File: src/rtl/rhd_convert_sequencer.sv
// rhd_convert_sequencer: builds the CONVERT(0..NUM_CH-1)+AUX command stream for rhd_spi_master
// and re-tags each result to the command issued two slots earlier. Define RHD_SEQ_TIMESTAMP_EN to add sample_ts.
module rhd_convert_sequencer #(
    parameter int NUM_CH  = 32,
    parameter int CMD_GAP = 4
) (
    input  logic        clk,
    input  logic        rstn,
    input  logic        enable,
    input  logic [15:0] aux_cmd,
    input  logic        aux_req,
    output logic        aux_ack,
    output logic        spi_start,
    output logic [15:0] spi_cmd,
    input  logic        spi_done,
    input  logic [31:0] spi_data,
    output logic        sample_valid,
    output logic [31:0] sample_data,
    output logic [5:0]  sample_ch,
    output logic        sample_aux,
    output logic        frame_start
`ifdef RHD_SEQ_TIMESTAMP_EN
    ,
    output logic [31:0] sample_ts
`endif
);

    localparam logic [1:0] S_IDLE      = 2'd0;
    localparam logic [1:0] S_ISSUE     = 2'd1;
    localparam logic [1:0] S_WAIT_DONE = 2'd2;
    localparam logic [1:0] S_GAP       = 2'd3;

    localparam logic [5:0]  AUX_SLOT  = 6'(NUM_CH);
    localparam logic [7:0]  GAP_LAST  = 8'(CMD_GAP);
    localparam logic [15:0] AUX_DUMMY = 16'hFF00;

    logic [1:0]  state;
    logic [1:0]  state_nxt;
    logic [5:0]  slot;
    logic [7:0]  gap_cnt;
    logic [1:0]  primed;
    logic [6:0]  cur_tag;
    logic [6:0]  tag_pipe [2];

    logic        do_issue;
    logic [5:0]  issue_slot;
    logic        issue_aux;
    logic        aux_take;
    logic [15:0] issue_cmd;
    logic        take_done;
    logic        frame_end;

    assign frame_end = (slot == AUX_SLOT);
    assign take_done = (state == S_WAIT_DONE) && spi_done;

    // Issue decisions happen only in IDLE and at the last GAP cycle; enable is looked at only at frame end.
    always_comb begin
        state_nxt  = state;
        do_issue   = 1'b0;
        issue_slot = 6'd0;
        case (state)
            S_IDLE: begin
                if (enable) begin
                    do_issue  = 1'b1;
                    state_nxt = S_ISSUE;
                end
            end
            S_ISSUE: begin
                state_nxt = S_WAIT_DONE;
            end
            S_WAIT_DONE: begin
                if (spi_done) begin
                    state_nxt = S_GAP;
                end
            end
            S_GAP: begin
                if (gap_cnt == GAP_LAST) begin
                    if (frame_end && !enable) begin
                        state_nxt = S_IDLE;
                    end else begin
                        do_issue   = 1'b1;
                        issue_slot = frame_end ? 6'd0 : slot + 6'd1;
                        state_nxt  = S_ISSUE;
                    end
                end
            end
            default: begin
                state_nxt = S_IDLE;
            end
        endcase
    end

    assign issue_aux = do_issue && (issue_slot == AUX_SLOT);
    assign aux_take  = issue_aux && aux_req;

    always_comb begin
        issue_cmd = {2'b00, issue_slot, 8'h00};
        if (issue_aux) begin
            issue_cmd = aux_req ? aux_cmd : AUX_DUMMY;
        end
    end

    always_ff @(posedge clk or negedge rstn) begin
        if (!rstn) begin
            state       <= S_IDLE;
            slot        <= 6'd0;
            gap_cnt     <= 8'd0;
            spi_start   <= 1'b0;
            spi_cmd     <= 16'd0;
            aux_ack     <= 1'b0;
            frame_start <= 1'b0;
            cur_tag     <= 7'd0;
        end else begin
            state       <= state_nxt;
            spi_start   <= do_issue;
            aux_ack     <= aux_take;
            frame_start <= do_issue && (issue_slot == 6'd0);
            if (do_issue) begin
                slot    <= issue_slot;
                spi_cmd <= issue_cmd;
                cur_tag <= {issue_aux, issue_slot};
            end
            if (state == S_WAIT_DONE) begin
                gap_cnt <= 8'd0;
            end else if ((state == S_GAP) && (gap_cnt != GAP_LAST)) begin
                gap_cnt <= gap_cnt + 8'd1;
            end
        end
    end

    // The two results after leaving IDLE have no real command behind them, so primed gates sample_valid.
    always_ff @(posedge clk or negedge rstn) begin
        if (!rstn) begin
            primed       <= 2'd0;
            tag_pipe[0]  <= 7'd0;
            tag_pipe[1]  <= 7'd0;
            sample_valid <= 1'b0;
            sample_data  <= 32'd0;
            sample_ch    <= 6'd0;
            sample_aux   <= 1'b0;
        end else begin
            sample_valid <= 1'b0;
            if ((state == S_IDLE) && enable) begin
                primed <= 2'd0;
            end
            if (take_done) begin
                sample_data                <= spi_data;
                {sample_aux, sample_ch}    <= tag_pipe[1];
                tag_pipe[1]                <= tag_pipe[0];
                tag_pipe[0]                <= cur_tag;
                if (primed == 2'd2) begin
                    sample_valid <= 1'b1;
                end else begin
                    primed <= primed + 2'd1;
                end
            end
        end
    end

`ifdef RHD_SEQ_TIMESTAMP_EN
    logic [31:0] frame_cnt;
    logic [31:0] cur_ts;
    logic [31:0] ts_pipe [2];

    // Frame number travels alongside the channel tag; only rstn clears the counter.
    always_ff @(posedge clk or negedge rstn) begin
        if (!rstn) begin
            frame_cnt  <= 32'd0;
            cur_ts     <= 32'd0;
            ts_pipe[0] <= 32'd0;
            ts_pipe[1] <= 32'd0;
            sample_ts  <= 32'd0;
        end else begin
            if (do_issue && (issue_slot == 6'd0)) begin
                frame_cnt <= frame_cnt + 32'd1;
                cur_ts    <= frame_cnt;
            end
            if (take_done) begin
                sample_ts  <= ts_pipe[1];
                ts_pipe[1] <= ts_pipe[0];
                ts_pipe[0] <= cur_ts;
            end
        end
    end
`endif

endmodule

File: config.mk
export PLATFORM = sky130hd
export DESIGN_NAME = rhd_convert_sequencer
export DESIGN_NICKNAME = d
export VERILOG_FILES = /design/src/rtl/rhd_convert_sequencer.sv
export SDC_FILE = /design/constraint.sdc
export NUM_CORES = 1
export LEC_CHECK = 0
export ABC_AREA = 1
export BUFFER_PORTS_ARGS = -buffer_cell sky130_fd_sc_hd__buf_2
export CAP_MARGIN = 20
export CORE_MARGIN = 5
export CORE_UTILIZATION = 47
export CTS_CLUSTER_SIZE = 10
export DETAILED_ROUTE_END_ITERATION = 8
export PLACE_DENSITY = 0.76
export SLEW_MARGIN = 20
export SYNTH_ARGS = -nofsm -noshare
export SYNTH_HDL_FRONTEND = slang
export SYNTH_SLANG_ARGS = --single-unit
export TNS_END_PERCENT = 50
File: constraint.sdc
create_clock -name clk -period 1.79 [get_ports clk]
set_input_delay 0.358 -clock clk [delete_from_list [all_inputs] [get_ports clk]]
set_output_delay 0.358 -clock clk [all_outputs]
set_load 0.01 [all_outputs]
==> out/results.txt, run 1 <==
Outcome - finished, violations left
Violated checks - negative setup slack
Worst VDD drop - 0.669 mV
Synthesized instance count - 476
Hold crit path type - in2async
Share of cells above drive strength 1 - 0.328
I/O Buffers - 111
Mapped Area - 4140 sq um
Post-synth top area cell - dfrtp_1
Req. time, crit path - 2.07 ns
Fin cells - 715
Multiplexer area fraction after synthesis - 0
Biggest cell delay along the critical path - 0.39 ns
Die Footprint - 10800 sq um
First-pass GRT wire length - 15.9 mm
Syn Area/Cell - 8.71 sq um
Placement Cell Area - 4890 sq um
Worst R2R Setup Slack - -0.02 ns
DR vias - 3566
FF/Latch Area - 2300 sq um
Synthesis-stage register bit count - 92
GPL Wtd Cong - 0.864
Clock sink count - 92
Total core area - 8680 sq um
Die Wd - 104 um
# rows - 34
Vias per cell - 4.99
Final core occ - 0.607
Compound-cell area share of the yosys netlist - 0.0643
RSZ-0062 raised after global routing - true
Die H - 104 um
YS warnings - 0
Final setup margin - -0.0167 ns
Worst Max-Slew Pin Slew - 0.479 ns
Sequential-to-total area share from yosys stat - 0.556
Initial antenna violation count - 0
Post-synthesis adder-cell area fraction - 0.0242
Top post-synthesis cells by area - dfrtp_1 (56%), nand2_1 (18%), inv_1 (3.3%), o21ai_0 (3.1%), ha_1 (2.4%)
Max-slew headroom - 0.681
Async SR Flop Fraction - 1.00
Critical path type - reg2reg
Most common cell after layout, fill and taps aside - nand2_1
Crit-path leading delay family - simple AND/OR/NAND/NOR gates
XOR/XNOR share of the synthesized area - 0.00423
Comb power frac - 0.387
Ys flop type - dfrtp_1
Largest net degree at the start of global routing - 93
CP Cell Sequence - inv_2 -> ha_4 -> nand3_4 -> nor2_8 -> nand4_1 -> nor3_4 -> nand3_4 -> buf_12 -> o21ai_2
Initial Util - 0.478
Final Hold Fails - 0
Tot GR Track Use - 0.174
Fin. max-slew vios - 0
Post-synth EDFFs - 0
Switch share - 0.385
Syn Nets - 537
Max_cap viols - 0
DR pass1 iterations - 5
Most frequent CP cell - nand3_4
Hold WS - 0.0248 ns
CTS H-tree depth - 3
CTS tree - built
Setup crit end kind - flip-flop
Buffers & Inverters on Critical Path - 2
Final Critical Period - 1.81 ns
CTS root buffer - clkbuf_8
Leak - 2.91 nW
Dpl cells - 690
Tcrit/Tclk final - 1.01
Flop pwr share - 0.425
Synth Area in Simple Gates - 0.293
Power per cell area - 1400 nW/um^2
CTS buffer count - 9
CP max-delay cell - dfrtp_1
Synth top area share - 0.556
DP HPWL - 6.73 mm
GR Overflow Total - 0
Final Skew - 0.00636 ns
Psw - 2.84 mW
# IOs - 112
Main combinational cell family by area after synthesis - simple AND/OR/NAND/NOR gates
Remaining antenna violation count - 0
Nets - 663
Fmax - 554 MHz
Total chip power - 7.39 mW
Setup violations, final - 8
Detailed-route DRC error count - 0
Final instance area - 5270 sq um
Clk pwr share - 0.188
Clock Tree Buf Depth - 2
Setup TNS - -0.0353 ns
Crit-path max FO - 9
Int Pwr - 4.55 mW
CP Launch Type - flip-flop
Multi-input logic area - 1710 sq um
Number of global-route vias before repair - 3405
Worst-path clk slew - 0.09 ns
Overall routed net length - 9.60 mm
Netlist cell types - 32
Layout area overhead - 27.2%
Clk_lat worst skew - 0.35 ns
Commonest cells after routing, fill and taps aside - nand2_1 (202), buf_2 (110), dfrtp_1 (90), inv_1 (32), o21ai_0 (25)
Post-CTS Hold Fix Bufs - 0
Fill cell count - 761
Initial drt markers - 209
WL per Instance - 13.4 um
Post-place setup slack - -0.0794 ns
WP data arrival - 2.08 ns
Diode count - 0
[per-layer routing]
layer  GRT usage  wire length, um  part of all wire
met3      0.0571              717             0.075
met2       0.271             4590              0.48
met4      0.0703              184             0.019
met5           0                0                 0
met1       0.226             4100              0.43
[state kept, by name, indices dropped and copies added (netlist names), 2 cells and up]
name and count:
sample_ch 6, tag_pipe 14, cur_tag 2, state 2, sample_data 32, slot 5
spi_cmd 16, primed 2, gap_cnt 8
[worst register-to-register path, cell delays in order (launching register included)]
cell and delay, ns:
dfrtp_1 0.39, inv_2 0.09, ha_4 0.14, nand3_4 0.08
nor2_8 0.18, nand4_1 0.18, nor3_4 0.28, nand3_4 0.12
buf_12 0.16, o21ai_2 0.11
[synth_stat cells (3+ instances only)]
cell      number
nand2_1      204
dfrtp_1       92
inv_1         36
o21ai_0       26
nand3_1       16
nor2_1        16
nand4_1       13
clkbuf_1       9
o21ai_2        9
ha_1           8
a21oi_1        5
nand3_2        4
buf_2          3
buf_6          3
nand2_2        3
nor3_1         3
nor3_2         3
[cell type report]
| cell class | instances | share of cell area |
|---|---|---|
| clock inverter | 5 | 0.0112 |
| tap | 108 | 0.0256 |
| timing repair buffer | 133 | 0.147 |
| multi-input combinational | 328 | 0.325 |
| clock buffer | 11 | 0.0268 |
| sequential | 92 | 0.437 |
| inverter | 38 | 0.0278 |
[cell families (layout without fill, tap and decap cells)]
| logic type | Yosys count | count (layout) |
|---|---|---|
| adders and majority gates | 8 | 8 |
| xor gates and xnor gates | 2 | 2 |
| AOI/OAI and AO/OA | 45 | 45 |
| and+or+nand+nor | 273 | 273 |
| buffers and inverters | 56 | 187 |
| DFF | 92 | 92 |
[final timing paths]
check | depth (start not counted) | to | startpoint
min in group clk | 3 | sample_data[19] | spi_data[19]
hold reg to reg | 2 | tag_pipe[1] | tag_pipe[8]
setup / recovery | 9 | spi_cmd[3] | gap_cnt[0]
hold / removal | 2 | sample_data[28] | rstn
setup reg to reg | 9 | spi_cmd[3] | gap_cnt[0]
max in group asynchronous | 2 | gap_cnt[1] | rstn
[repair_timing]
action | 4_1_cts | 5_1_grt
buffers inserted | 2 | 7
pin swaps | 3 | 8
resized for setup | 8 | 20
setup endpoints to repair | 20 | 27
[power by group through the flow]
stage | Clock, mW | Combinational, mW | Sequential [mW]
3_5_place_dp | 0 | 2.62 | 3.15
4_1_cts | 1.43 | 2.68 | 3.12
3_3_place_gp | 0 | 2.52 | 3.12
2_1_floorplan | 0 | 1.39 | 3.31
5_1_grt | 1.52 | 3.20 | 3.22
6_report | 1.39 | 2.86 | 3.14
(Power assumes the default switching activity.)
==> inputs of run 2 (changes only) <==
--- a/config.mk
+++ b/config.mk
@@ -9,10 +9,10 @@
 export BUFFER_PORTS_ARGS = -buffer_cell sky130_fd_sc_hd__buf_2
 export CAP_MARGIN = 20
 export CORE_MARGIN = 5
-export CORE_UTILIZATION = 47
+export CORE_UTILIZATION = 30
 export CTS_CLUSTER_SIZE = 10
 export DETAILED_ROUTE_END_ITERATION = 8
-export PLACE_DENSITY = 0.76
+export PLACE_DENSITY = 0.52
 export SLEW_MARGIN = 20
 export SYNTH_ARGS = -nofsm -noshare
 export SYNTH_HDL_FRONTEND = slang
==> run 2 against run 1 <==
Compared with the run above: the run now ends clean; first-iteration DRC count rose by 42%; sequential power about the same; setup slack better by 0.032 ns; non-clock buffer count increased by 2; register-to-register slack improved by 0.03 ns; cell area increased by 5.1%; critical path depth unchanged; die area is 51% higher; clock skew down 0.00051 ns; hold slack improved by 0.18 ns; critical path type unchanged; highest routed layer unchanged.
==> out/results.txt, run 2 (synthesis gave the netlist of run 1 again) <==
Crit-path max FO - 8 (-1)
Clk_lat worst skew - 0.34 ns (about the same)
CTS tree - built
Vias per cell - 4.42 (-11%)
Nets - 665 (+0.30%)
Most flop-heavy register - sample_data
Crit-path leading delay family - simple AND/OR/NAND/NOR gates
GR Overflow Total - 0 (unchanged)
Largest net degree at the start of global routing - 63 (-32%)
Detailed-route DRC error count - 0 (unchanged)
Hold crit path type - in2reg
Req. time, crit path - 2.06 ns (about the same)
Setup crit end kind - flip-flop
Share of cells above drive strength 1 - 0.332 (+0.00385)
CTS buffer count - 9 (unchanged)
Max reg flops - 32 (unchanged)
CTS root buffer - clkbuf_16
# IOs - 112 (unchanged)
Buffers & Inverters on Critical Path - 2 (unchanged)
Initial antenna violation count - 0 (unchanged)
I/O Buffers - 111 (unchanged)
CP Cell Sequence - inv_2 -> ha_4 -> nand3_4 -> nor2_8 -> nand4_1 -> nor3_4 -> nand3_4 -> buf_4 -> o21ai_2
Fmax - 563 MHz (+1.8%)
RSZ-0062 raised after global routing - true
Setup crit start - gap_cnt[0]
Most common cell after layout, fill and taps aside - nand2_1
Fill cell count - 1385 (+82%)
Fin. max-slew vios - 0 (unchanged)
Diode count - 0 (unchanged)
Number of global-route vias before repair - 3432 (+0.79%)
Tot GR Track Use - 0.124 (-0.0506)
Final instance area - 5540 sq um (+5.1%)
Commonest cells after routing, fill and taps aside - nand2_1 (199), buf_2 (110), dfrtp_1 (90), inv_1 (34), o21ai_0 (24)
Dpl cells - 769 (+11%)
GPL Wtd Cong - 0.846 (-2.1%)
Layout area overhead - 33.7%
Setup violations, final - 0 (-8)
Fin cells - 789 (+10%)
Total core area - 13700 sq um (+58%)
Outcome - finished clean
First-pass GRT wire length - 16.4 mm (+3.4%)
Post-place setup slack - -0.0544 ns (+0.0250 ns)
Tcrit/Tclk final - 0.991 (-0.0179)
Worst Max-Slew Pin Slew - 0.404 ns (-0.0747 ns)
Max_cap viols - 0 (unchanged)
Clock sink count - 92 (unchanged)
CP max-delay cell - dfrtp_1
Leak - 2.99 nW (+2.7%)
DP HPWL - 7.22 mm (+7.4%)
Die Footprint - 16300 sq um (+51%)
DR pass1 iterations - 4 (-1)
Worst-path clk slew - 0.06 ns (-0.03 ns)
R2r startpoint - gap_cnt[0]
Final Hold Fails - 0 (unchanged)
Clock Tree Buf Depth - 2 (unchanged)
Power per cell area - 1460 nW/um^2 (+4.2%)
Die H - 128 um (+23%)
Initial drt markers - 296 (+42%)
CTS H-tree depth - 3 (unchanged)
Final core occ - 0.404 (-0.203)
Die Wd - 128 um (+23%)
Overall routed net length - 10.1 mm (+5.3%)
Max-slew headroom - 0.731 (+0.0498)
Worst VDD drop - 0.505 mV (-25%)
WP data arrival - 2.05 ns (-0.03 ns)
Biggest cell delay along the critical path - 0.39 ns (about the same)
Critical path type - reg2reg
Final Critical Period - 1.77 ns (-0.0320 ns)
Setup TNS - 0 ns (+0.0353 ns)
Placement Cell Area - 5040 sq um (+3.2%)
DR vias - 3487 (-2.2%)
WL per Instance - 12.8 um (-4.6%)
Biggest regs - sample_data: 32 flops, spi_cmd: 16 flops, tag_pipe: 14 flops
Final setup margin - 0.0153 ns (+0.0320 ns)
Final Skew - 0.00585 ns (-0.000506 ns)
Most frequent CP cell - nand3_4
Remaining antenna violation count - 0 (unchanged)
CP Launch Type - flip-flop
Hold path startpoint - spi_data[13]
Initial Util - 0.302 (-0.175)
# rows - 43 (+26%)
==> run 2: cell types whose count changed in the layout (fill, tap and decap cells not counted), sizes merged <==
cell and change:
bufinv +2, clkbuf -2, buf +1, clkinv +1, dlygate4sd3 +1, inv -1
==> run 2: path summary, 6_finish.rpt <==
check | slack (ns) | cells past startpoint | endpoint
worst max-delay path | 0.02 | 9 | spi_cmd[14]
worst min-delay path | 0.21 | 3 | sample_data[13]
worst max register to register | 0.02 | 9 | spi_cmd[14]
worst min register to register | 0.47 | 1 | gap_cnt[7]
max in group asynchronous | 0.76 | 3 | slot[2]
min in group asynchronous | 0.49 | 2 | sample_data[0]
==> run 2: final cells by class <==
cell class                 count  area (sq um)  share of cell area
sequential                    92          2300               0.416
multi-input combinational    328          1710               0.309
timing repair buffer         135           811               0.146
clock buffer                   9           225              0.0406
tap                          180           225              0.0406
inverter                      38           146              0.0264
clock inverter                 7           115              0.0208
==> run 2: repair_timing <==
| item | 4_1_cts | 5_1_grt |
|---|---|---|
| hold endpoints to repair | 26 | 0 |
| pin swaps | 7 | 6 |
| buffers inserted | 1 | 2 |
| setup endpoints to repair | 13 | 26 |
| resized for setup | 7 | 27 |
| hold buffers | 1 | 0 |
==> run 2: power by group <==
group | internal [mW] | total (mW) | switching, mW
clock network | 1.36 | 2.17 | 0.807
registers | 2.74 | 3.12 | 0.379
logic | 1.11 | 2.81 | 1.70
==> run 2: per-layer routing <==
layer,up-vias,wire length (um),GRT usage,part of all wire
li1,1756,-,-,-
met1,1619,4630,0.170,0.46
met2,98,4650,0.187,0.46
met3,14,642,0.0309,0.064
met4,0,185,0.0511,0.018
met5,-,0,0,0
==> run 2: through the flow <==
stage / hold WS [ns] / total power, mW
2_1_floorplan: 0.0624 / 4.70
3_3_place_gp: 0.315 / 5.79
3_5_place_dp: 0.313 / 5.85
4_1_cts: 0.202 / 8.08
5_1_grt: 0.210 / 8.68
6_report: 0.208 / 8.10
==> run 2: worst register-to-register path, stage by stage (launching register included) <==
cell	delay, ns
dfrtp_1	0.39
inv_2	0.09
ha_4	0.15
nand3_4	0.08
nor2_8	0.20
nand4_1	0.19
nor3_4	0.23
nand3_4	0.13
buf_4	0.15
o21ai_2	0.10
==> inputs of run 3 (changes only) <==
--- a/config.mk
+++ b/config.mk
@@ -8,11 +8,14 @@
 export ABC_AREA = 1
 export BUFFER_PORTS_ARGS = -buffer_cell sky130_fd_sc_hd__buf_2
 export CAP_MARGIN = 20
+export CELL_PAD_IN_SITES_DETAIL_PLACEMENT = 1
+export CELL_PAD_IN_SITES_GLOBAL_PLACEMENT = 2
 export CORE_MARGIN = 5
-export CORE_UTILIZATION = 30
+export CORE_UTILIZATION = 27
 export CTS_CLUSTER_SIZE = 10
 export DETAILED_ROUTE_END_ITERATION = 8
-export PLACE_DENSITY = 0.52
+export PLACE_DENSITY = 0.74
+export SETUP_SLACK_MARGIN = 0.05
 export SLEW_MARGIN = 20
 export SYNTH_ARGS = -nofsm -noshare
 export SYNTH_HDL_FRONTEND = slang
==> constraint.sdc (replaced) <==
create_clock -name clk -period 1.79 [get_ports clk]
set_input_delay 0.0895 -clock clk [delete_from_list [all_inputs] [get_ports clk]]
set_output_delay 0.0895 -clock clk [all_outputs]
set_load 0.01 [all_outputs]
==> run 3 against run 2 <==
Compared with the run above: the run now ends with negative setup slack left; global-route usage up 1.8 points; flip-flop and latch count unchanged; first-iteration DRC count down 48%; sequential share of layout area decreased by 3.9 points; die area increased by 10%; critical endpoint is now spi_cmd[4]; wire length grew 24%; non-clock buffer count is 58 higher; setup slack got worse by 0.022 ns; maximum frequency shrank 1.2%; clock power down 8%; utilization hardly changed; largest cell class unchanged.
==> out/results.txt, run 3 (synthesis gave the netlist of run 1 again) <==
Outcome - finished, violations left
Violated checks - negative setup slack
First-pass GRT wire length - 20.5 mm (+25%)
DR pass1 iterations - 4 (unchanged)
Remaining antenna violation count - 0 (unchanged)
Nets - 723 (+8.7%)
# IOs - 112 (unchanged)
Initial Util - 0.274 (-0.0284)
Commonest cells after routing, fill and taps aside - nand2_1 (195), buf_2 (110), dfrtp_1 (89), dlygate4sd3_1 (42), buf_4 (34)
Initial drt markers - 153 (-48%)
Final Hold Fails - 0 (unchanged)
Final Critical Period - 1.80 ns (+0.0216 ns)
Clk_lat worst skew - 0.35 ns (about the same)
CTS buffer count - 9 (unchanged)
Reg-to-Reg End - spi_cmd[4]
Layout area overhead - 47.5%
FF-to-FF path depth - 10 (+1)
Worst-path clk slew - 0.07 ns (about the same)
Setup violations, final - 1 (+1)
Worst R2R Setup Slack - -0.006 ns (-0.02 ns)
Placement Cell Area - 5100 sq um (+1.0%)
Leak - 3.23 nW (+8.1%)
CTS H-tree depth - 3 (unchanged)
Critical path type - reg2reg
Largest net degree at the start of global routing - 46 (-27%)
GRT met1 Usage - 0.182 (+0.0125)
Vias per cell - 4.50 (+1.8%)
Worst VDD drop - 0.624 mV (+24%)
Die Footprint - 17900 sq um (+10%)
GR Overflow Total - 0 (unchanged)
Detailed-route DRC error count - 0 (unchanged)
Most common cell after layout, fill and taps aside - nand2_1
Setup TNS - -0.00631 ns (-0.00631 ns)
WHS Path Cells - 3 (unchanged)
Die H - 134 um (+5.0%)
Max_cap viols - 0 (unchanged)
Max-slew headroom - 0.718 (-0.0129)
CTS tree - built
WP data arrival - 2.07 ns (+0.02 ns)
Setup crit end kind - flip-flop
Met3 Use GR - 0.0270 (-0.00393)
GPL Wtd Cong - 0.823 (-2.7%)
Post-place setup slack - -0.0402 ns (+0.0142 ns)
Initial antenna violation count - 0 (unchanged)
RSZ-0062 raised after global routing - true
Share of cells above drive strength 1 - 0.357 (+0.0251)
Total chip power - 8.35 mW (+3.1%)
# rows - 45 (+4.7%)
Clock Tree Buf Depth - 2 (unchanged)
Hold path startpoint - aux_cmd[15]
Most flop-heavy register - sample_data
Diode count - 0 (unchanged)
DR vias - 3848 (+10%)
CP Launch Type - flip-flop
DP HPWL - 8.68 mm (+20%)
Fmax - 557 MHz (-1.2%)
Fin. max-slew vios - 0 (unchanged)
Overall routed net length - 12.5 mm (+24%)
GRT busiest layer - met2
Number of global-route vias before repair - 4104 (+20%)
M2 GR Usage - 0.234 (+0.0468)
WL per Instance - 14.6 um (+14%)
Total core area - 15100 sq um (+10%)
Biggest regs - sample_data: 32 flops, spi_cmd: 16 flops, tag_pipe: 14 flops
Worst Max-Slew Pin Slew - 0.422 ns (+0.0180 ns)
R2r startpoint - slot[0]
Final instance area - 6110 sq um (+10%)
Hold crit path type - in2reg
Die Wd - 134 um (+5.0%)
Tcrit/Tclk final - 1.00 (+0.0121)
Clock sink count - 92 (unchanged)
Tot GR Track Use - 0.142 (+0.0177)
Hold Crit Endpoint - spi_cmd[15]
Power per cell area - 1370 nW/um^2 (-6.5%)
Req. time, crit path - 2.06 ns (about the same)
Max reg flops - 32 (unchanged)
Crit-path max FO - 11 (+3)
Fill cell count - 1806 (+30%)
Final Skew - 0.00778 ns (+0.00193 ns)
Final setup margin - -0.00631 ns (-0.0216 ns)
I/O Buffers - 111 (unchanged)
CTS root buffer - clkbuf_16
## run 3: metrics by stage
step	hold slack (ns)	utilization	std cells
2_1_floorplan	-0.206	-	476
3_3_place_gp	0.0231	0.337	786
3_5_place_dp	0.0297	0.337	786
4_1_cts	0.0115	0.393	848
5_1_grt	0.0409	0.404	855
6_report	0.0184	0.404	855
## run 3: where the power goes
part / switching, mW / leakage, nW / total [mW] / internal, mW
sequential: 0.422 / 1.22 / 3.16 / 2.74
combinational: 1.85 / 1.86 / 3.19 / 1.33
clock: 0.837 / 0.152 / 2.00 / 1.16
## run 3: worst max path at each step
stage          cells past startpoint           to  slack, ns  startpoint
2_1_floorplan                     11  spi_cmd[10]       0.10  gap_cnt[0]
3_5_place_dp                      10  spi_cmd[10]      -0.04     slot[0]
6_report                          10   spi_cmd[4]     -0.006     slot[0]
3_3_place_gp                      10   spi_cmd[9]       0.04     slot[0]
5_1_grt                           12  spi_cmd[13]      -0.12     slot[0]
4_1_cts                           10  spi_cmd[10]       0.04     slot[0]
## run 3: cell type report
class / count / area (sq um) / share of cell area
well taps: 188 / 235 / 0.0385
flip-flops and latches: 92 / 2310 / 0.377
repair buffers: 193 / 1340 / 0.219
multi-input cells: 328 / 1770 / 0.289
clock inverters: 5 / 60.1 / 0.00983
inverters: 38 / 153 / 0.0250
clock buffers: 11 / 253 / 0.0414
## run 3: critical path: stages, from the launching register on
cell,delay [ns]
dfrtp_1,0.42
buf_6,0.14
inv_4,0.04
ha_4,0.16
nand3_4,0.11
buf_4,0.12
nand4_1,0.10
nor3_2,0.23
nand3_2,0.12
buf_12,0.17
o21ai_2,0.11
## run 3: repair_timing
item	4_1_cts	5_1_grt
pin swaps	11	19
hold buffers	42	0
setup buffers	4	7
gates cloned	0	0
setup endpoints to repair	24	54
endpoints found under the hold margin	63	0
resized for setup	23	34
## run 3: routing by layer
layer | vias to the layer above | wire length (um)
li1 | 1871 | -
met2 | 84 | 6050
met3 | 17 | 571
met4 | 0 | 251
met5 | - | 0
met1 | 1876 | 5640
